<file path="config.mk">
export PLATFORM = sky130hd
export DESIGN_NAME = recovered_deserializer
export DESIGN_NICKNAME = d
export VERILOG_FILES = /design/src/rtl/clks_alot_p.sv /design/src/rtl/deser_fifo.sv /design/src/rtl/recovered_deserializer.sv
export SDC_FILE = /design/constraint.sdc
export NUM_CORES = 1
export LEC_CHECK = 0
export CORE_MARGIN = 1.5
export CORE_UTILIZATION = 40
export CTS_CLUSTER_SIZE = 8
export DETAILED_ROUTE_END_ITERATION = 7
export PLACE_DENSITY = 0.69
export SYNTH_ARGS = -nofsm -noshare
export SYNTH_HDL_FRONTEND = slang
export SYNTH_SLANG_ARGS = --single-unit
</file>
<file path="constraint.sdc">
create_clock -name clk -period 3.9 [get_ports clk]
set_input_delay 0.78 -clock clk [delete_from_list [all_inputs] [get_ports clk]]
set_output_delay 0.78 -clock clk [all_outputs]
set_load 0.01 [all_outputs]
</file>
<file path="src/rtl/clks_alot_p.sv">
// clks_alot_p: shared deserializer state encoding and default sizing
package clks_alot_p;
    typedef enum logic [1:0] {IDLE = 2'd0, HUNT = 2'd1, ALIGNED = 2'd2} deser_state_e;
    localparam int DEF_WORD_WIDTH = 8;
    localparam int DEF_SYNC_WIDTH = 8;
    localparam int DEF_FIFO_DEPTH = 4;
endpackage

</file>
<file path="src/rtl/deser_fifo.sv">
// deser_fifo: synchronous first-word-fall-through word buffer with wrap-bit pointers
module deser_fifo #(
    parameter int WIDTH = 8,
    parameter int DEPTH = 4
) (
    input  logic             clk,
    input  logic             async_rst_n,
    input  logic             clk_en,
    input  logic             clear,
    input  logic             push,
    input  logic             ready,
    input  logic [WIDTH-1:0] wdata,
    output logic             valid,
    output logic [WIDTH-1:0] rdata,
    output logic             full,
    output logic             drop
);
    localparam int AW = $clog2(DEPTH);
    logic [WIDTH-1:0] mem [DEPTH];
    logic [AW:0] wr, rd;
    logic empty, pop, wr_ok;
    assign empty = wr == rd;
    assign full  = (wr[AW] != rd[AW]) && (wr[AW-1:0] == rd[AW-1:0]);
    assign pop   = clk_en && ready && !empty;
    assign wr_ok = push && (!full || pop);
    assign drop  = push && full && !pop;
    assign valid = !empty;
    assign rdata = empty ? '0 : mem[rd[AW-1:0]];
    always_ff @(posedge clk or negedge async_rst_n) begin
        if (!async_rst_n) begin
            wr <= '0;
            rd <= '0;
        end else if (clk_en) begin
            if (clear) begin
                wr <= '0;
                rd <= '0;
            end else begin
                if (wr_ok) wr <= wr + 1'b1;
                if (pop) rd <= rd + 1'b1;
            end
        end
    end
    always_ff @(posedge clk) begin
        if (clk_en && !clear && wr_ok) mem[wr[AW-1:0]] <= wdata;
    end
endmodule

</file>
<file path="src/rtl/recovered_deserializer.sv">
// recovered_deserializer: sync-pattern aligned serial-to-word converter feeding a FWFT buffer
module recovered_deserializer
    import clks_alot_p::*;
#(
    parameter int WORD_WIDTH = DEF_WORD_WIDTH,
    parameter int SYNC_WIDTH = DEF_SYNC_WIDTH,
    parameter int FIFO_DEPTH = DEF_FIFO_DEPTH
) (
    input  logic                  clk,
    input  logic                  async_rst_n,
    input  logic                  clk_en,
    input  logic                  deser_en_i,
    input  logic                  clear_state_i,
    input  logic                  fully_locked_in_i,
    input  logic                  sample_event_i,
    input  logic                  data_pin_i,
    input  logic                  msb_first_i,
    input  logic [SYNC_WIDTH-1:0] sync_pattern_i,
    output logic                  word_valid_o,
    input  logic                  word_ready_i,
    output logic [WORD_WIDTH-1:0] word_data_o,
    output logic                  overflow_o,
    output logic [1:0]            state_o
);
    localparam int CW = $clog2(WORD_WIDTH);
    deser_state_e state, state_n;
    logic [SYNC_WIDTH-1:0] hist;
    logic [WORD_WIDTH-1:0] shreg, shift_n;
    logic [CW-1:0] cnt;
    logic msb, active, sample, last, push, stay_aligned, drop, full;
    assign active       = deser_en_i && fully_locked_in_i;
    assign sample       = clk_en && sample_event_i;
    assign stay_aligned = state == ALIGNED && state_n == ALIGNED;
    assign last         = cnt == CW'(WORD_WIDTH - 1);
    assign push         = sample && stay_aligned && last;
    assign shift_n      = msb ? {shreg[WORD_WIDTH-2:0], data_pin_i} : {data_pin_i, shreg[WORD_WIDTH-1:1]};
    assign state_o      = state;
    always_comb begin
        state_n = state;
        if (clear_state_i) state_n = IDLE;
        else if (state == IDLE) state_n = active ? HUNT : IDLE;
        else if (!active) state_n = IDLE;
        else if (state == HUNT && hist == sync_pattern_i) state_n = ALIGNED;
    end
    always_ff @(posedge clk or negedge async_rst_n) begin
        if (!async_rst_n) state <= IDLE;
        else if (clk_en) state <= state_n;
    end
    // Any exit from HUNT/ALIGNED discards history and partial word so resync starts clean
    always_ff @(posedge clk or negedge async_rst_n) begin
        if (!async_rst_n) begin
            hist       <= '0;
            shreg      <= '0;
            cnt        <= '0;
            msb        <= 1'b0;
            overflow_o <= 1'b0;
        end else if (clk_en) begin
            hist <= (state == HUNT && state_n == HUNT) ? (sample ? {hist[SYNC_WIDTH-2:0], data_pin_i} : hist) : '0;
            if (stay_aligned) begin
                if (sample) begin
                    shreg <= shift_n;
                    cnt   <= last ? '0 : cnt + 1'b1;
                end
            end else begin
                shreg <= '0;
                cnt   <= '0;
            end
            if (state == HUNT && state_n == ALIGNED) msb <= msb_first_i;
            overflow_o <= clear_state_i ? 1'b0 : (overflow_o || drop);
        end
    end
    deser_fifo #(.WIDTH(WORD_WIDTH), .DEPTH(FIFO_DEPTH)) u_fifo (
        .clk         (clk),
        .async_rst_n (async_rst_n),
        .clk_en      (clk_en),
        .clear       (clear_state_i),
        .push        (push),
        .ready       (word_ready_i),
        .wdata       (shift_n),
        .valid       (word_valid_o),
        .rdata       (word_data_o),
        .full        (full),
        .drop        (drop)
    );
endmodule

</file>
Yosys cells after proc, flatten, opt, wreduce, memory -nomap -nowiden:

Memories as Yosys holds them, arrays and structs flattened.
Cells that the tools add are included.

* flip-flop bits (word level): 29
* RAM bits: 32
* output and inout bits: 12
* logic and storage cells: 74
* memories kept: 1

* add/subtract/negate cells: 3
* eq/ne operators: 11
* mux-type cells: 21
* reduce and logical (&&, ||, !) cells: 30

Memory list
* u_fifo.mem: words 4, width 8, rd ports 1, clocked after memory_dff 0, wr ports 1, RTL line deser_fifo.sv:19 `logic [WIDTH-1:0] mem [DEPTH];`

Operators with widths (count)
* 8-bit 2-to-1 mux: 6
* 3-bit 2-to-1 mux: 7
* 1-bit logical AND: 16
* 2-bit AND reduction: 5
* 3-bit by 1-bit adder with 3-bit output (second input constant): 3
* 8-bit == test: 1
* 2-bit 2-to-1 mux: 4
* 2-bit by 1-bit == test with 1-bit output (second input constant): 2
* 2-bit == test (second input constant): 2
* 1-bit zero test: 4
* 1-bit 2-to-1 mux: 4
* 2-bit inequality test (second input constant): 2
* 2-bit nonzero test: 2
* 3-bit == test: 1
* 3-bit == test (second input constant): 1
* 2-bit == test: 1
* 2-bit zero test: 1
* 1-bit logical OR: 2
* 1-bit inequality test: 1

Logic depth before layout (Yosys ltp):

Gate-level depths: netlist of run 1.

* word-level depth: 14
* mapped depth: 6
* gate-level depth less buffers: 5

Cells and area by module:

From an unflattened synthesis of run 1, not the netlist that was laid out.

* cell total of the unflattened synthesis: 234
* area total of the unflattened synthesis: 2969.1 µm²

Modules (own cells, without submodules)
* deser_fifo: instances 1, cells each 104, area an instance 1694.1 µm², sequential area each 1111.1 µm²
* recovered_deserializer: instances 1, cells each 130, area an instance 1275.0 µm², sequential area each 575.6 µm²

Worst setup path before layout of run 1:

Ideal clock, no wire load.

* path kind: input port to flip-flop
* start point: in clk_en
* end point: mem u_fifo.mem[0][0], enable pin
* arrival: 1867 ps
* data required time: 3568 ps
* path slack: 1701 ps
* stages on the path: 6
* path buffers: 2
* path through: buf_4 > and2_1 > buf_4 > and3_1 > and3_1 > and2_1

* word-level cells in the longest chain between the ends: 7

RTL lines
* start: declaration: RTL line recovered_deserializer.sv:11 `input logic clk_en,`
* 1-bit logical AND, on equally long branches: RTL line recovered_deserializer.sv:32, deser_fifo.sv:24
* 1-bit logical AND, on equally long branches: RTL line recovered_deserializer.sv:35, deser_fifo.sv:24
* 1-bit logical AND / 1-bit logical OR (equally long branches): RTL line recovered_deserializer.sv:35, deser_fifo.sv:25
* 1-bit logical AND: RTL line deser_fifo.sv:25 `assign wr_ok = push && (!full || pop);`
* 1-bit logical AND (*): RTL line deser_fifo.sv:44 `if (clk_en && !clear && wr_ok) mem[wr[AW-1:0]] <= wdata;`
* 1-bit 2-to-1 mux (*): RTL line deser_fifo.sv:44
* 1-bit 2-to-1 mux (implied by the code) (*): RTL line deser_fifo.sv:44
* end: declaration: RTL line deser_fifo.sv:19

Every way passes the cells marked *; elsewhere a longest branch is shown, timed or not.

Final worst setup path of run 1:

* start point: reg u_fifo.rd[0]
* end point: out word_data_o[0]

* word-level cells in the longest chain between the ends: 2

RTL lines
* start: declaration: RTL line deser_fifo.sv:20 `logic [AW:0] wr, rd;`
* start signal: assignment: RTL line deser_fifo.sv:39 `if (pop) rd <= rd + 1'b1;`
* memory read 4 x 8 bit / 3-bit == test (equally long branches)
* 8-bit 2-to-1 mux (*): RTL line deser_fifo.sv:28 `assign rdata = empty ? '0 : mem[rd[AW-1:0]];`
* end: declaration: RTL line recovered_deserializer.sv:21 `output logic [WORD_WIDTH-1:0] word_data_o,`

Marks and branches as above.

==> results_dict.tcl, run 1 <==
set metrics [dict create \
    yosysWarnings 0 \
    finalHoldViolCount 0 \
    cp_cell_sequence "xnor2_1 > nand3_1 > and2_1 > clkdlybuf4s50_1" \
    path_delay_family "flip-flops" \
    synth_cell_types 39 \
    place_congestion 0.725 \
    clock_skew_ns 0.00952 \
    die_y_um 88.8 \
    powerDensity_nw_per_um2 366 \
    instances_no_fill 349 \
    yosys-mux-area-fraction_pct 10.7 \
    startpoint_type "flop" \
    grt_pass1_wl_um 9250 \
    hpwl_um 3700 \
    synth-xor-area-share_pct 3.57 \
    cp_num_cells 4 \
    io_buffers 29 \
    n_fill_cell 618 \
    drv_slew 0 \
    vdd_drop_max_mv 0.178 \
    clock_path_buffers 2 \
    postSynthAreaPerCell_um2 13.8 \
    initial_utilization_pct 41.1 \
    rows 31 \
    htree_levels 3 \
    post_cts_buffers 0 \
    syn2layout_area_growth_pct 19.3 \
    synth_area_leaders "edfxtp_1 (33%), dfrtp_1 (25%), mux4_2 (6.1%)" \
    cts_resized 0 \
    criticalPathCategory "flop to output port" \
    synth_area_leader_cell "edfxtp_1" \
    yosysSeqAreaShare_pct 57.2 \
    critPathMaxFanout 11 \
    grt_max_degree 30 \
    hold_buffers 0 \
    p_leak_nw 1.37 \
    vias 1841 \
    worstPathArrival_ns 2.42 \
    ios 30 \
    finalCritPeriodShare_pct 82.0 \
    finalSetupViolCount 0 \
    diodes 0 \
    max_stage_delay_ns 0.79 \
    endpoint_kind "output port" \
    dieArea_um2 7890 \
    dr.pass1.iters 4 \
    die_w_um 88.8 \
    antenna_found_initial 0 \
    critPathRequiredTime_ns 3.12 \
    synth_top_family_by_area "compound AO/OA/AOI/OAI gates" \
    relSlewSlack_pct 53.3 \
    rsz0062_at_grt "false" \
    synth-compound-area-share_pct 11.4 \
    drive_above_1_share_pct 18.0 \
    cap_viol_max_count 0 \
    synthSimpleGateAreaFrac_pct 10.7 \
    ys_ff_latch 61 \
    syn_area_um2 2950 \
    r2r-start "u_fifo.rd[0]" \
    first_global_vias 1853 \
    track_usage_pct 15.9 \
    cts_made_buffers 9 \
    drcViolationCount 0 \
    critical_path_buf_inv_count 1 \
    clk-insertion-delay-late_ns 0.33 \
    vias_per_cell 5.28 \
    grt_overflow 0 \
    route.antenna.remaining_nets 0 \
    synth-adder-area-share_pct 2.97 \
    ff2ff_path_depth 4 \
    cts.clk_slew.worst_paths_ns 0.07 \
    syn-num-nets 238 \
    numClockSinks 61 \
    dp_cells 333 \
    rrSetupSlack_ns 1.59 \
    outcome "finished clean" \
    wire_per_inst_um 15.6 \
    synth_top_area_share_pct 32.6 \
    period_needed_ns 3.20 \
    hold_path.class "flop to flop" \
    cts_tree "done" \
    hold_ws_ns 0.505 \
    synthCells 213 \
    r2r-end "u_fifo.mem[0][2]" \
    drt_wl_total_um 5430 \
    worst_slew_pin_slew_ns 0.701 \
    slowest_stage "dfrtp_1" \
    whs_path_depth 1 \
    worstHoldEndpoint "shreg[7]" \
    hp-start "shreg[7]" \
    drt-initial-drc-count 98 \
    fmax_mhz 313 \
    cts-root-buf "clkbuf_8" \
    nets 270 \
    setup_tns_ns 0 \
    core-area_um2 7180 \
]
## per-stage QoR
stage	area, µm²	power (mW)	util (%)	setup slack [ns]
4_1_cts	3520	1.30	49.0	0.606
5_1_grt	3520	1.34	49.0	0.424
3_3_place_gp	3320	0.745	46.3	0.877
6_report	3520	1.29	49.0	0.702
2_1_floorplan	2950	0.714	-	1.70
3_5_place_dp	3320	0.746	46.3	0.798
## synth_stat cells
cell,instances
o31ai_1,1
nor4b_4,1
nand3_1,11
nand4_2,2
a21oi_1,1
and2_1,12
mux2_4,1
nor3_1,2
mux4_2,8
nand2_1,13
clkbuf_1,5
o2111ai_1,17
xnor2_1,11
nor3b_1,1
mux2_2,9
mux2i_1,2
o21a_1,1
nor2_1,3
and3b_1,1
edfxtp_1,32
xor2_1,1
a31oi_1,1
o21ai_0,2
a41oi_1,1
and3_1,4
inv_1,7
buf_2,3
nand3b_1,1
buf_4,2
a22o_1,11
nor2b_1,1
a31o_2,3
a41o_1,1
buf_6,2
clkinv_1,1
ha_1,7
and4_4,1
dfrtp_1,29
a2bb2oi_1,1
## final cells by class
type                    count  area (µm²)  area share, %
inverters                   8        30.0          0.854
clock buffers               9         124           3.52
well taps                  99         124           3.52
multi-input cells         132        1160           33.0
flip-flops and latches     61        1690           48.0
repair buffers             33         320           9.11
clock inverters             7        72.6           2.06
## layout by cell type (no fill, tap or decap), types with 3 or more instances in the layout
| master | Yosys | layout |
|---|---|---|
| buf_4 | 2 | 4 |
| nand3_1 | 11 | 11 |
| clkbuf_8 | 0 | 9 |
| and2_1 | 12 | 12 |
| a22o_1 | 11 | 11 |
| a31o_2 | 3 | 3 |
| nor2_1 | 3 | 3 |
| mux2_2 | 9 | 9 |
| nand2_1 | 13 | 13 |
| mux4_2 | 8 | 8 |
| dfrtp_1 | 29 | 29 |
| inv_1 | 7 | 7 |
| xnor2_1 | 11 | 11 |
| edfxtp_1 | 32 | 32 |
| clkdlybuf4s50_1 | 0 | 29 |
| and3_1 | 4 | 4 |
| ha_1 | 7 | 7 |
| o2111ai_1 | 17 | 17 |
## state kept, by name, summed over array words and instances (netlist names), 2 cells and up
signal      flops
u_fifo.wr       3
hist            8
u_fifo.rd       3
shreg           8
state_o         2
u_fifo.mem     32
cnt             3
## cells by family (layout without fill, tap and decap cells)
kind of cell | count (synthesis) | count (layout)
multiplexers | 20 | 20
adder cells (fa/ha/maj) | 7 | 7
AND/OR/NAND/NOR | 53 | 53
buffers and inverters | 20 | 57
flip-flops | 61 | 61
AO/OA/AOI/OAI | 40 | 40
XOR/XNOR | 12 | 12
## where the power goes
group	internal (mW)	switching [mW]	total, mW
clock	0.297	0.258	0.555
sequential	0.675	0.00165	0.676
combinational	0.0259	0.0296	0.0555
total	0.997	0.290	1.29
## how the worst max path moves through the flow
stage / start / to
2_1_floorplan: clk_en / u_fifo.mem[0][0]
3_3_place_gp: clk_en / u_fifo.mem[0][1]
3_5_place_dp: clk_en / u_fifo.mem[0][3]
4_1_cts: u_fifo.rd[0] / word_data_o[0]
5_1_grt: u_fifo.rd[0] / word_data_o[7]
6_report: u_fifo.rd[0] / word_data_o[0]
## routing by layer
layer / track usage [%] / up-vias / routed length [µm]
li1: - / 894 / -
met1: 20.5 / 903 / 2600
met2: 25.3 / 42 / 2600
met3: 5.97 / 2 / 213
met4: 4.40 / 0 / 17
met5: 0 / - / 0
(Power assumes the default switching activity.)
==> inputs of run 2 (changes only) <==
==> constraint.sdc (replaced) <==
create_clock -name clk -period 3.15 [get_ports clk]
set_input_delay 0.63 -clock clk [delete_from_list [all_inputs] [get_ports clk]]
set_output_delay 0.63 -clock clk [all_outputs]
set_load 0.01 [all_outputs]
==> run 2 against run 1 <==
Effect of this change: sequential power rose by 24%; wire length fell by 2.2%; non-clock buffer count rose by 4; clock-buffer cell count did not move; sequential share of layout area fell by 0.32 points; critical path depth did not move; die area did not move; design area rose by 0.68%; total power rose by 22%; register-to-register slack got worse by 0.58 ns; highest routed layer unchanged; largest cell class unchanged.
==> results_dict.tcl, run 2 (synthesis gave the netlist of run 1 again) <==
set metrics [dict create \
    endpoint_kind "output port" \
    cp_num_cells 4 \
    clock_path_buffers 2 \
    drive_above_1_share_pct 19.3 \
    finalSetupViolCount 0 \
    max_stage_delay_ns 0.68 \
    pwr-share-comb_pct 4.5 \
    finalCritPeriodShare_pct 93.4 \
    route.antenna.remaining_nets 0 \
    rrSetupSlack_ns 1.01 \
    instances_no_fill 353 \
    diodes 0 \
    cts_made_buffers 9 \
    n_fill_cell 624 \
    initial_utilization_pct 41.1 \
    final_cell_area_um2 3540 \
    ios 30 \
    ff2ff_path_depth 4 \
    first_global_vias 1747 \
    path_delay_family "flip-flops" \
    die_w_um 88.8 \
    fmax_mhz 340 \
    clock_skew_ns 0.00626 \
    criticalPathCategory "flop to output port" \
    syn2layout_area_growth_pct 20.1 \
    intPower_mw 1.23 \
    hold_path.class "flop to flop" \
    dieArea_um2 7890 \
    htree_levels 3 \
    track_usage_pct 15.6 \
    vias_per_cell 5.22 \
    slowest_stage "dfrtp_1" \
    period_needed_ns 2.94 \
    critPathMaxFanout 11 \
    cts_tree "done" \
    grt_pass1_wl_um 8790 \
    critical_path_buf_inv_count 1 \
    finalHoldViolCount 0 \
    wire_per_inst_um 15.0 \
    numClockSinks 61 \
    place_area_um2 3350 \
    dp_cells 337 \
    cp_cell_sequence "xnor2_1 > nand3_1 > and2_1 > clkdlybuf4s50_1" \
    hold_buffers 0 \
    pwr-share-seq_pct 53.3 \
    nets 274 \
    hpwl_um 3650 \
    startpoint_type "flop" \
    whs_path_depth 1 \
    drv_slew 0 \
    die_y_um 88.8 \
    io_buffers 29 \
    place_congestion 0.706 \
    clk-insertion-delay-late_ns 0.33 \
    rsz0062_at_grt "false" \
    rows 31 \
    final_common_cell "edfxtp_1" \
    antenna_found_initial 0 \
    cts_resized 0 \
    powerDensity_nw_per_um2 444 \
    final_cell_mix "edfxtp_1 (32), dfrtp_1 (29), clkdlybuf4s50_1 (29)" \
    critPathRequiredTime_ns 2.52 \
    drt-initial-drc-count 73 \
    p_clk_share_pct 42.2 \
    drt_wl_total_um 5310 \
    power_switching_mw 0.343 \
    cap_viol_max_count 0 \
    dr.pass1.iters 5 \
    grt_max_degree 30 \
    outcome "finished clean" \
    setup_tns_ns 0 \
    core-area_um2 7180 \
    cts.clk_slew.worst_paths_ns 0.07 \
    cts-root-buf "clkbuf_8" \
    swShare_pct 21.8 \
    worst_slew_pin_slew_ns 0.537 \
    drcViolationCount 0 \
    p_leak_nw 1.39 \
    grt_overflow 0 \
    worstPathArrival_ns 2.31 \
    relSlewSlack_pct 64.2 \
    largest_reg_flops 32 \
    vdd_drop_max_mv 0.305 \
    vias 1843 \
    post_cts_buffers 0 \
]
run 2: changes by cell type in the layout (fill, tap and decap cells not counted):
cell,change
clkinvlp_4,-1
buf_4,+4
clkinv_4,+1
clkinv_2,+2
inv_6,-2
run 2: per-layer routing:
layer / GRT usage (%) / vias up / wire [µm]
met5: 0 / - / 0
met4: 8.52 / 0 / 84
met3: 3.36 / 8 / 174
met2: 24.0 / 37 / 2510
met1: 20.5 / 894 / 2540
li1: - / 904 / -
run 2: final cells by class:
type	instances	area [µm²]	area share, %
clock buffer	9	124	3.50
multi-input combinational	132	1160	32.8
timing repair buffer	37	350	9.89
clock inverter	7	66.3	1.87
inverter	8	30.0	0.848
sequential	61	1690	47.6
tap	99	124	3.50
run 2: metrics by stage:
step / setup WS (ns) / util (%) / hold slack (ns) / total power [mW]
after floorplan: 1.10 / - / 0.334 / 0.884
after global placement: 0.425 / 46.7 / 0.481 / 0.925
after detailed placement: 0.367 / 46.7 / 0.484 / 0.926
after CTS: 0.115 / 49.3 / 0.498 / 1.59
after global routing: 0.0375 / 49.3 / 0.516 / 1.63
final: 0.208 / 49.3 / 0.495 / 1.57
run 2: power groups by stage:
stage	sequential, mW	combinational, mW	clock (mW)
detailed placement	0.854	0.0717	0
floorplan	0.854	0.0298	0
CTS	0.837	0.0721	0.683
finish	0.838	0.0711	0.663
global route	0.837	0.0784	0.715
global placement	0.854	0.0715	0
run 2: final timing paths:
path,from,to
max reg2reg,u_fifo.rd[1],u_fifo.mem[0][1]
max in group asynchronous,async_rst_n,msb
min reg2reg,cnt[0],cnt[0]
min,cnt[0],cnt[0]
max,u_fifo.rd[1],word_data_o[0]
min in group asynchronous,async_rst_n,u_fifo.rd[0]
run 2: worst reg2reg max path: stages (launching register included):
cell	delay [ns]
dfrtp_1	0.68
xnor2_1	0.18
o2111ai_1	0.21
and3_1	0.31
and2_1	0.42
